File: src/rtl/exec_alu_branch.sv
// Execute-stage slice: integer ALU, branch-target adder and branch/jump
// resolution. Every output is registered, so results appear one edge after
// the inputs are sampled.
module exec_alu_branch #(
  parameter int XLEN = 32
) (
  input  logic            clk,
  input  logic            rst,          // synchronous, active-low
  input  logic            in_valid,
  input  logic [XLEN-1:0] srcA,
  input  logic [XLEN-1:0] srcB,
  input  logic [3:0]      ALUControl,
  input  logic [5:0]      branch,       // [0]BEQ [1]BNE [2]BLT [3]BGE [4]BLTU [5]BGEU
  input  logic            jump,
  input  logic [XLEN-1:0] targetBase,
  input  logic [XLEN-1:0] targetOffset,
  output logic            out_valid,
  output logic [XLEN-1:0] ALUResult,
  output logic [3:0]      flags,        // [0]Z [1]N [2]C [3]V
  output logic [XLEN-1:0] PCTarget,
  output logic            PCNextSrc
);

  localparam int SHW = $clog2(XLEN);

  typedef enum logic [3:0] {
    OP_ADD = 4'b0000, OP_SUB = 4'b0001, OP_AND  = 4'b0010, OP_OR   = 4'b0011,
    OP_XOR = 4'b0100, OP_SLL = 4'b0101, OP_SRL  = 4'b0110, OP_SRA  = 4'b0111,
    OP_SLT = 4'b1000, OP_SLTU = 4'b1001, OP_PASSB = 4'b1010
  } alu_op_e;

  logic            valid_q,  valid_d;
  logic [XLEN-1:0] result_q, result_d;
  logic [3:0]      flags_q,  flags_d;
  logic [XLEN-1:0] target_q, target_d;
  logic            pcsel_q,  pcsel_d;

  // Shared comparison subtractor: A + ~B + 1, carry-out kept in the top bit.
  logic [XLEN:0]   sub_w;
  logic [XLEN-1:0] diff;
  logic            fz, fn, fc, fv;
  logic [SHW-1:0]  shamt;

  assign sub_w = {1'b0, srcA} + {1'b0, ~srcB} + {{XLEN{1'b0}}, 1'b1};
  assign diff  = sub_w[XLEN-1:0];
  assign fz    = (diff == '0);
  assign fn    = diff[XLEN-1];
  assign fc    = sub_w[XLEN];
  assign fv    = (srcA[XLEN-1] ^ srcB[XLEN-1]) & (diff[XLEN-1] ^ srcA[XLEN-1]);
  assign shamt = srcB[SHW-1:0];

  // ALU result select; undefined encodings produce zero.
  always_comb begin
    result_d = '0;
    case (alu_op_e'(ALUControl))
      OP_ADD:   result_d = srcA + srcB;
      OP_SUB:   result_d = diff;
      OP_AND:   result_d = srcA & srcB;
      OP_OR:    result_d = srcA | srcB;
      OP_XOR:   result_d = srcA ^ srcB;
      OP_SLL:   result_d = srcA << shamt;
      OP_SRL:   result_d = srcA >> shamt;
      OP_SRA:   result_d = $unsigned($signed(srcA) >>> shamt);
      OP_SLT:   result_d = {{(XLEN-1){1'b0}}, fn ^ fv};
      OP_SLTU:  result_d = {{(XLEN-1){1'b0}}, ~fc};
      OP_PASSB: result_d = srcB;
      default:  result_d = '0;
    endcase
  end

  // Branch resolution and next-state selection; invalid cycles hold the
  // datapath registers and clear the valid/redirect bits.
  always_comb begin
    logic [5:0] cond;
    logic       taken;
    cond     = {fc, ~fc, ~(fn ^ fv), fn ^ fv, ~fz, fz};
    taken    = |(branch & cond);
    valid_d  = in_valid;
    pcsel_d  = in_valid & (jump | taken);
    flags_d  = flags_q;
    target_d = target_q;
    if (in_valid) begin
      flags_d  = {fv, fc, fn, fz};
      target_d = targetBase + targetOffset;
    end
  end

  // Output registers with synchronous active-low clear.
  always_ff @(posedge clk) begin
    if (!rst) begin
      valid_q  <= 1'b0;
      result_q <= '0;
      flags_q  <= '0;
      target_q <= '0;
      pcsel_q  <= 1'b0;
    end else begin
      valid_q  <= valid_d;
      pcsel_q  <= pcsel_d;
      flags_q  <= flags_d;
      target_q <= target_d;
      if (in_valid) result_q <= result_d;
    end
  end

  assign out_valid = valid_q;
  assign ALUResult = result_q;
  assign flags     = flags_q;
  assign PCTarget  = target_q;
  assign PCNextSrc = pcsel_q;

endmodule

File: config.mk
export PLATFORM = sky130hd
export DESIGN_NAME = exec_alu_branch
export DESIGN_NICKNAME = d
export VERILOG_FILES = /design/src/rtl/exec_alu_branch.sv
export SDC_FILE = /design/constraint.sdc
export NUM_CORES = 1
export LEC_CHECK = 0
export CAP_MARGIN = 15
export CORE_ASPECT_RATIO = 0.9
export CORE_MARGIN = 5
export CORE_UTILIZATION = 25
export CTS_CLUSTER_SIZE = 10
export DETAILED_ROUTE_END_ITERATION = 16
export GPL_TIMING_DRIVEN = 0
export MAX_ROUTING_LAYER = met4
export PLACE_DENSITY = 0.51
export SYNTH_ARGS = -nofsm -noshare
export SYNTH_HDL_FRONTEND = slang
export SYNTH_SLANG_ARGS = --single-unit
export TNS_END_PERCENT = 5
File: constraint.sdc
create_clock -name clk -period 8.6 [get_ports clk]
set_input_delay 1.72 -clock clk [delete_from_list [all_inputs] [get_ports clk]]
set_output_delay 1.72 -clock clk [all_outputs]
set_load 0.01 [all_outputs]
After elaboration in Yosys (flattened, before gate mapping). Index checks and enable logic that the tools add are counted.

Logic and storage cells: 40. Input port bits: 142. Output and inout bits: 70. Register bits: 70.

Add/subtract/negate cells: 4. Bitwise operators: 14. Shift operators: 3. Reductions and logical operators: 3. Equality and inequality tests: 10. Multiplexer cells: 1.

Operators by type and width (count): case mux 32 bit (11 select lines) (1); adder 32 bit (2); adder 32 x 32 -> 33 bit (1); adder 33 x 1 -> 33 bit (second input constant) (1); bitwise AND 32 bit (1); zero test 32 bit (1); inverter 32 bit (1); bitwise OR 32 bit (1); << shifter 32 x 5 -> 32 bit (1); right shift 32 x 5 -> 32 bit (1); >>> shifter 32 x 5 -> 32 bit (1); bitwise XOR 32 bit (1); equality test 4 x 3 -> 1 bit (second input constant) (4); equality test 4 bit (second input constant) (3); equality test 4 x 2 -> 1 bit (second input constant) (2); bitwise AND 6 bit (1); OR reduction 6 bit (1); equality test 4 x 1 -> 1 bit (second input constant) (1); zero test 4 bit (1); inverter 1 bit (3); bitwise XOR 1 bit (3); bitwise AND 1 bit (2); bitwise OR 1 bit (1).

Logic depth before layout (Yosys ltp). Gate-level depths: netlist of the first run.

Depth in word-level cells: 11. Depth in mapped cells: 26.

Worst setup path after synthesis of the first run. OpenSTA, ideal clock, no wires.

Kind: in2reg. Start: input srcB[1]. End: register pcsel_q, in the netlist PCNextSrc. Data required time: 8521 ps. Arrival time: 7733 ps. Setup slack: 787 ps. Stages: 26. Path buffers: 4. Path through: clkbuf_1 clkbuf_1 clkbuf_1 buf_1 inv_1 ha_1 or2_1 a221oi_2 o311ai_2 a211oi_2 o2111ai_1 and2_1 o21ai_0 a21oi_1 o21bai_1 fa_1 nor4_1 o2111ai_1 nor4b_1 nand3_1 a2111oi_0 nand4_1 a2111oi_2 and4_4 nor3_2 a211oi_2.

Longest elaborated chain between the ends: 11. Elaborated cells between the ends (all ways): 14. Classes of those cells: add/sub (2); bitwise (10); reduce/logical (2).

Ends and longest elaborated chain: start, declared (RTL line 11) `input logic [XLEN-1:0] srcB,`; inverter 32 bit (*) (RTL line 44) `assign sub_w = {1'b0, srcA} + {1'b0, ~srcB} + {{XLEN{1'b0}}, 1'b1};`; adder 32 x 32 -> 33 bit (*) (RTL line 44); adder 33 x 1 -> 33 bit (*) (RTL line 44); net sub_w[31] (RTL line 39) `logic [XLEN:0] sub_w;`; bitwise XOR 1 bit (RTL line 49) `assign fv = (srcA[XLEN-1] ^ srcB[XLEN-1]) & (diff[XLEN-1] ^ srcA[XLEN-1]);`; bitwise AND 1 bit (RTL line 49); bitwise XOR 1 bit (RTL line 76) `cond = {fc, ~fc, ~(fn ^ fv), fn ^ fv, ~fz, fz};`; inverter 1 bit (RTL line 76); bitwise AND 6 bit (*) (RTL line 77) `taken = |(branch & cond);`; OR reduction 6 bit (*) (RTL line 77); bitwise OR 1 bit (*) (RTL line 79) `pcsel_d = in_valid & (jump | taken);`; bitwise AND 1 bit (*) (RTL line 79); end signal, assigned (RTL line 98) `pcsel_q <= pcsel_d;`; end, declared (RTL line 36) `logic pcsel_q, pcsel_d;`.

The timed path passes the listed nets; every way through them passes the cells marked *. A chain may end at the register's enable or synchronous reset.

Worst setup path after layout of the first run.
Start: input srcB[4]. End: register pcsel_q, in the netlist PCNextSrc.

The elaborated chain is that of the path after synthesis.

==> results.py, run 1 <==
metrics = {
    "status": {
        "run_status": "finished clean",
    },
    "worst_setup_path": {
        "start_kind": "primary input",
        "cp_num_buf_inv": 4,
        "critPathKind": "primary input to register",
        "slowest_delay_ns": 0.58,
        "crit_required_ns": 8.87,
        "end_kind": "register",
        "crit_arrival_ns": 8.57,
        "cpMaxStageDelayCell": "clkdlybuf4s50_1",
        "worst-path-max-fanout": 18,
        "path_delay_family": "compound AO/OA/AOI/OAI gates",
    },
    "sta": {
        "finalSetupTns_ns": 0,
        "worst_pin_slew_ns": 1.20,
        "maxSlewHeadroom_pct": 19.8,
        "setup_violations": 0,
        "max_freq_mhz": 120,
        "fin_crit_ns": 8.30,
        "rsz0062_at_grt": "no",
        "finClkSkew_ns": 0,
        "period_share_pct": 96.5,
        "slew_viol_final": 0,
        "finalHoldViolations": 0,
    },
    "synth": {
        "syn_inst": 1858,
        "synth-main-ff-cell": "dfxtp_1",
        "async_flop_share_pct": 0,
        "syn_nets": 2132,
        "synth_area_per_cell_um2": 6.97,
        "synth_cell_type_count": 92,
        "synth_warnings": 0,
        "synth_seq_cells": 70,
        "yosysSeqAreaShare_pct": 10.8,
        "synth-edff-count": 0,
        "synthesis.area_um2": 13000,
    },
    "detailed_routing": {
        "wire_per_inst_um": 27.5,
        "ant_nets": 0,
        "drt_first_iter_violations": 2186,
        "wirelength_um": 76200,
        "drcViolationCount": 0,
        "num_vias": 16360,
        "avgViaCountPerCell": 5.90,
        "drt-pass1-iter-count": 7,
    },
    "cells_and_area": {
        "finalNonFillerCells": 2773,
        "syn_to_final_growth_pct": 26.6,
        "post-route-util_pct": 31.8,
        "num-nets-final": 2353,
        "drive_gt1_share_pct": 5.38,
    },
    "clock_network": {
        "cts_root_buffer": "clkbuf_16",
        "cts.path.max_buffers": 2,
        "htreeDepth": 3,
        "hold_buffers": 0,
        "path_clk_slew_ns": 0.06,
        "clock_latency_ns": 0.34,
        "cts_sinks": 70,
        "cts_inserted_buffers": 9,
        "tritoncts": "done",
    },
    "pwr": {
        "p_leak_nw": 6.52,
        "power_density_nw_per_um2": 111,
        "irDropWorstVdd_mv": 0.0970,
    },
    "global_routing": {
        "grt_use_total_pct": 26.1,
        "antenna_found_initial": 2,
        "grt_pass1_vias": 15444,
        "grt_pass1_wl_um": 108000,
        "gr-total-overflow": 0,
        "grt_max_degree": 21,
    },
    "place": {
        "io_buffers": 210,
        "gp_congestion": 1.03,
        "dpl.cell_count": 2757,
        "hpwl_um": 62700,
    },
    "floorplan": {
        "ios": 212,
        "start_util_pct": 25.2,
        "die_x_um": 250,
        "row_count": 79,
        "die-area_um2": 56500,
        "fp.dieH_um": 226,
        "core_um2": 51500,
    },
    "worst_hold_path": {
        "hold_class": "register to register",
    },
    "job": {
        "maxCapViolCount": 0,
    },
}
-- sequential cells by signal, indices dropped and copies added, names as in the netlist --
signal / cells
ALUResult: 32
PCTarget: 32
flags: 4
PCNextSrc: 1
out_valid: 1
-- Yosys cell counts (5+ instances only) --
| master | number | area [µm²] |
|---|---|---|
| xor2_1 | 13 | 114 |
| nor4_1 | 12 | 75.1 |
| a221o_1 | 13 | 130 |
| o211ai_1 | 22 | 165 |
| xnor2_1 | 27 | 236 |
| or3_1 | 13 | 81.3 |
| buf_1 | 16 | 60.1 |
| a21o_1 | 28 | 210 |
| mux4_2 | 16 | 360 |
| o22ai_1 | 15 | 93.8 |
| o21a_1 | 11 | 82.6 |
| or2_2 | 5 | 31.3 |
| nor2_1 | 224 | 841 |
| a31oi_1 | 19 | 119 |
| dfxtp_1 | 70 | 1400 |
| o221ai_1 | 8 | 70.1 |
| a21boi_0 | 6 | 45.0 |
| a221oi_1 | 28 | 245 |
| o21ai_0 | 184 | 921 |
| and3_1 | 7 | 43.8 |
| nor3_1 | 33 | 165 |
| o311ai_0 | 6 | 52.6 |
| o31ai_1 | 9 | 67.6 |
| inv_1 | 108 | 405 |
| a22oi_1 | 22 | 165 |
| nor2b_1 | 27 | 169 |
| nand2b_1 | 21 | 131 |
| a21oi_1 | 170 | 851 |
| nand3_1 | 35 | 175 |
| o21bai_1 | 22 | 165 |
| o31a_1 | 7 | 61.3 |
| a2111oi_0 | 5 | 43.8 |
| o2111ai_1 | 13 | 114 |
| mux2_2 | 12 | 135 |
| mux2i_1 | 96 | 961 |
| nand4_1 | 10 | 62.6 |
| clkbuf_1 | 93 | 349 |
| a211o_1 | 15 | 131 |
| a211oi_1 | 25 | 188 |
| buf_2 | 11 | 55.1 |
| and2_1 | 12 | 75.1 |
| a222oi_1 | 5 | 50.1 |
| ha_1 | 128 | 1600 |
| nand2_1 | 144 | 541 |
-- final cells by class --
type,count,area (µm²)
repair buffers,215,2130
inverters,113,429
multi-input cells,1553,10800
plain buffers,117,492
diodes,3,7.51
clock inverters,4,48.8
well taps,688,861
fillers,5615,35100
clock buffers,10,239
flip-flops and latches,70,1400
-- repair_timing --
| item | CTS | global route |
|---|---|---|
| gates resized for setup | 35 | 8 |
| setup endpoints to repair | 5 | 2 |
| endpoints found under the hold margin | 0 | 0 |
| pin swaps | 7 | 10 |
| buffers inserted | 4 | 0 |
-- where the power goes --
| part | switching, W | internal (W) | leakage, nW |
|---|---|---|---|
| clock | 0.000156 | 0.000229 | 0.144 |
| sequential | 0.0000165 | 0.000352 | 0.575 |
| combinational | 0.000667 | 0.000394 | 5.80 |
-- worst min-delay path, cell delays in order (launching register included) --
cell and delay [ns]:
dfxtp_1 0.33, nand2_1 0.04, o21ai_0 0.05
-- layer usage --
layer	track usage (%)	vias to the layer above	routed length (µm)	share of wire [%]
met2	38.6	969	32200	42
met5	-	-	0	0
met1	36.1	7955	33400	44
li1	-	7302	-	-
met3	5.00	134	7680	10
met4	8.64	0	2900	3.8
-- worst paths after layout --
path,from,to,slack (ns),depth (start not counted)
worst max-delay path,srcB[4],PCNextSrc$_SDFF_PN0_,0.30,25
worst min-delay path,PCTarget[31]$_SDFFE_PN0P_,PCTarget[31]$_SDFFE_PN0P_,0.46,2
worst min register to register,PCTarget[31]$_SDFFE_PN0P_,PCTarget[31]$_SDFFE_PN0P_,0.46,2
worst max register to register,ALUResult[25]$_SDFFE_PN0P_,ALUResult[25]$_SDFFE_PN0P_,6.80,6
-- cell families (layout without fill, tap and decap cells) --
| kind of cell | after synthesis | after routing | share of synthesized area, % |
|---|---|---|---|
| AO/OA/AOI/OAI | 688 | 688 | 35.2 |
| XOR/XNOR | 40 | 40 | 2.70 |
| adder cells (fa/ha/maj) | 132 | 132 | 13.0 |
| buffers and inverters | 235 | 459 | 7.00 |
| flip-flops | 70 | 70 | 10.8 |
| multiplexers | 124 | 124 | 11.2 |
| other | 0 | 3 | 0 |
| AND/OR/NAND/NOR | 569 | 569 | 20.1 |
-- cell usage in the layout, fill, tap and decap left out, types with 27 or more instances in the layout --
cell             netlist  final
a221oi_1              28     27
nand3_1               35     34
inv_1                108    107
clkbuf_1              93     87
nor3_1                33     33
a21oi_1              170    170
a21o_1                28     28
o21ai_0              184    183
nor2_1               224    224
clkdlybuf4s50_1        0    208
nand2_1              144    144
dfxtp_1               70     70
ha_1                 128    128
nor2b_1               27     27
mux2i_1               96     96
xnor2_1               27     27
-- stage by stage --
stage          area, µm²  total power (W)  setup slack [ns]  hold slack [ns]
6_report           16400          0.00181             0.299            0.458
5_1_grt            16400          0.00190            0.0339            0.492
4_1_cts            16400          0.00179            0.0298            0.467
3_5_place_dp       15900          0.00138             -3.64            0.452
3_3_place_gp       15900          0.00138             -3.67            0.444
2_1_floorplan      13000         0.000954             0.787            0.483
Note: power is estimated with default switching activity, not from simulation.
==> inputs of run 2 (changes only) <==
--- a/config.mk
+++ b/config.mk
@@ -13,7 +13,7 @@
 export DETAILED_ROUTE_END_ITERATION = 16
 export GPL_TIMING_DRIVEN = 0
 export MAX_ROUTING_LAYER = met4
-export PLACE_DENSITY = 0.51
+export PLACE_DENSITY = 0.52
 export SYNTH_ARGS = -nofsm -noshare
 export SYNTH_HDL_FRONTEND = slang
 export SYNTH_SLANG_ARGS = --single-unit
==> constraint.sdc (replaced) <==
create_clock -name clk -period 7.1 [get_ports clk]
set_input_delay 1.42 -clock clk [delete_from_list [all_inputs] [get_ports clk]]
set_output_delay 1.42 -clock clk [all_outputs]
set_load 0.01 [all_outputs]
==> results.py, run 2 (synthesis results as in run 1) <==
metrics = {
    "sta": {
        "slew_viol_final": 0,
        "fin_crit_ns": 7.00,
        "max_freq_mhz": 143,
        "worst_pin_slew_ns": 1.09,
        "setup_violations": 0,
        "maxSlewHeadroom_pct": 27.1,
        "worst_slack_ns": 0.0958,
        "finalHoldViolations": 0,
        "finClkSkew_ns": 0,
        "period_share_pct": 98.7,
    },
    "detailed_routing": {
        "ant_nets": 0,
        "drt_first_iter_violations": 2226,
        "num_vias": 16494,
        "drt-pass1-iter-count": 7,
        "wire_per_inst_um": 28.1,
        "routed.top_layer": "met4",
        "drcViolationCount": 0,
        "wirelength_um": 78500,
        "drt-met1-wl_um": 34700,
        "dr_wl_met3_um": 6960,
        "avgViaCountPerCell": 5.90,
        "dr_wl_met2_um": 33500,
    },
    "status": {
        "run_status": "finished clean",
    },
    "worst_hold_path": {
        "hold_depth": 2,
        "min_from": "ALUResult[13]$_SDFFE_PN0P_",
        "min_to": "ALUResult[13]$_SDFFE_PN0P_",
        "hold_class": "register to register",
    },
    "cells_and_area": {
        "fill_cells": 5533,
        "seqCellArea_um2": 1400,
        "mostFrequentLayoutCells": "nor2_1, o21ai_0, clkdlybuf4s50_1, a21oi_1, nand2_1",
        "finalNonFillerCells": 2794,
        "num-nets-final": 2374,
        "post-route-util_pct": 32.8,
        "layout_commonest_cell": "nor2_1",
        "postLayoutCellArea_um2": 16900,
        "syn_to_final_growth_pct": 30.5,
        "multi_input_area_um2": 11000,
        "drive_gt1_share_pct": 9.12,
    },
    "floorplan": {
        "ios": 212,
        "row_count": 79,
        "core_um2": 51500,
        "fp.dieH_um": 226,
        "start_util_pct": 25.2,
        "die-area_um2": 56500,
        "die_x_um": 250,
    },
    "worst_setup_path": {
        "start_kind": "primary input",
        "crit_required_ns": 7.36,
        "end_kind": "register",
        "worstSetupStartpoint": "srcA[21]",
        "critPathKind": "primary input to register",
        "r2r_start": "ALUResult[25]$_SDFFE_PN0P_",
        "crit_arrival_ns": 7.27,
        "worst-path-max-fanout": 5,
        "r2r-end": "ALUResult[25]$_SDFFE_PN0P_",
        "r2r_slack_ns": 5.43,
        "worstRegToRegCells": 6,
    },
    "place": {
        "gp_congestion": 1.02,
        "io_buffers": 210,
        "placed_area_um2": 15900,
        "place_ws_ns": -3.95,
        "hpwl_um": 64700,
        "dpl.cell_count": 2757,
    },
    "pwr": {
        "irDropWorstVdd_mv": 0.118,
        "power_density_nw_per_um2": 138,
        "p_leak_nw": 6.80,
        "totalPowerFinal_w": 0.00233,
    },
    "global_routing": {
        "grt_max_degree": 21,
        "antenna_found_initial": 1,
        "grt_pass1_wl_um": 111000,
        "gr-total-overflow": 0,
        "grt_pass1_vias": 15703,
        "grt_use_total_pct": 27.1,
    },
    "clock_network": {
        "cts_inserted_buffers": 9,
        "cts_sinks": 70,
        "cts.path.max_buffers": 2,
        "htreeDepth": 3,
        "cts_root_buffer": "clkbuf_16",
        "path_clk_slew_ns": 0.06,
        "clock_latency_ns": 0.34,
        "tritoncts": "done",
    },
    "job": {
        "maxCapViolCount": 0,
    },
}
## run 2: worst max path at each step
stage	to
floorplan	PCNextSrc$_SDFF_PN0_
global placement	PCNextSrc$_SDFF_PN0_
detailed placement	PCNextSrc$_SDFF_PN0_
CTS	PCNextSrc$_SDFF_PN0_
global route	PCNextSrc$_SDFF_PN0_
finish	PCNextSrc$_SDFF_PN0_
## run 2: area by class of cell
type	count	share of cell area (%)
buffer	110	3.02
clock buffer	11	1.44
tap	688	5.09
clock inverter	5	0.629
sequential	70	8.29
timing repair buffer	243	13.6
multi-input combinational	1553	65.2
antenna	1	0.0148
inverter	113	2.72
## run 2: routing by layer
layer  up-vias  GRT usage [%]
met5         -              -
li1       7344              -
met3       182           4.48
met4         0           8.55
met2       974           40.6
met1      7994           37.4
## run 2: through the flow
step / TNS [ns] / hold slack (ns)
after floorplan: 0 / 0.483
after global routing: -0.0397 / 0.488
final: 0 / 0.464
after CTS: 0 / 0.466
after detailed placement: -12.77 / 0.454
after global placement: -13.50 / 0.442
## run 2: critical path, cell delays in order
cell and delay (ns):
dlygate4sd2_1 0.46, inv_1 0.23, ha_1 0.45, nor2_2 0.21, nand2_1 0.12, nor2_2 0.23, a21o_4 0.24, a221oi_4 0.09
and2_4 0.19, o21ai_4 0.22, a21oi_2 0.11, o21bai_2 0.18, fa_2 0.54, nor4_4 0.26, o2111ai_4 0.21, nor4b_4 0.40
nand3_2 0.23, a2111oi_4 0.22, nand4_1 0.25, a2111oi_4 0.37, and4_4 0.38, nor3_4 0.05, a211oi_2 0.18
## run 2: timing repair
item / CTS / global route
pin swaps: 24 / 26
setup endpoints to repair: 6 / 2
hold buffers: 0 / 0
cloned: 0 / 0
setup buffers: 16 / 16
resized for setup: 135 / 70
## run 2: power breakdown
group / leakage, nW / total (W) / switching [W] / internal, W
Combinational: 6.06 / 0.00134 / 0.000836 / 0.000504
Sequential: 0.575 / 0.000446 / 0.0000205 / 0.000426
Clock: 0.166 / 0.000545 / 0.000191 / 0.000354
Total: 6.80 / 0.00233 / 0.00105 / 0.00128
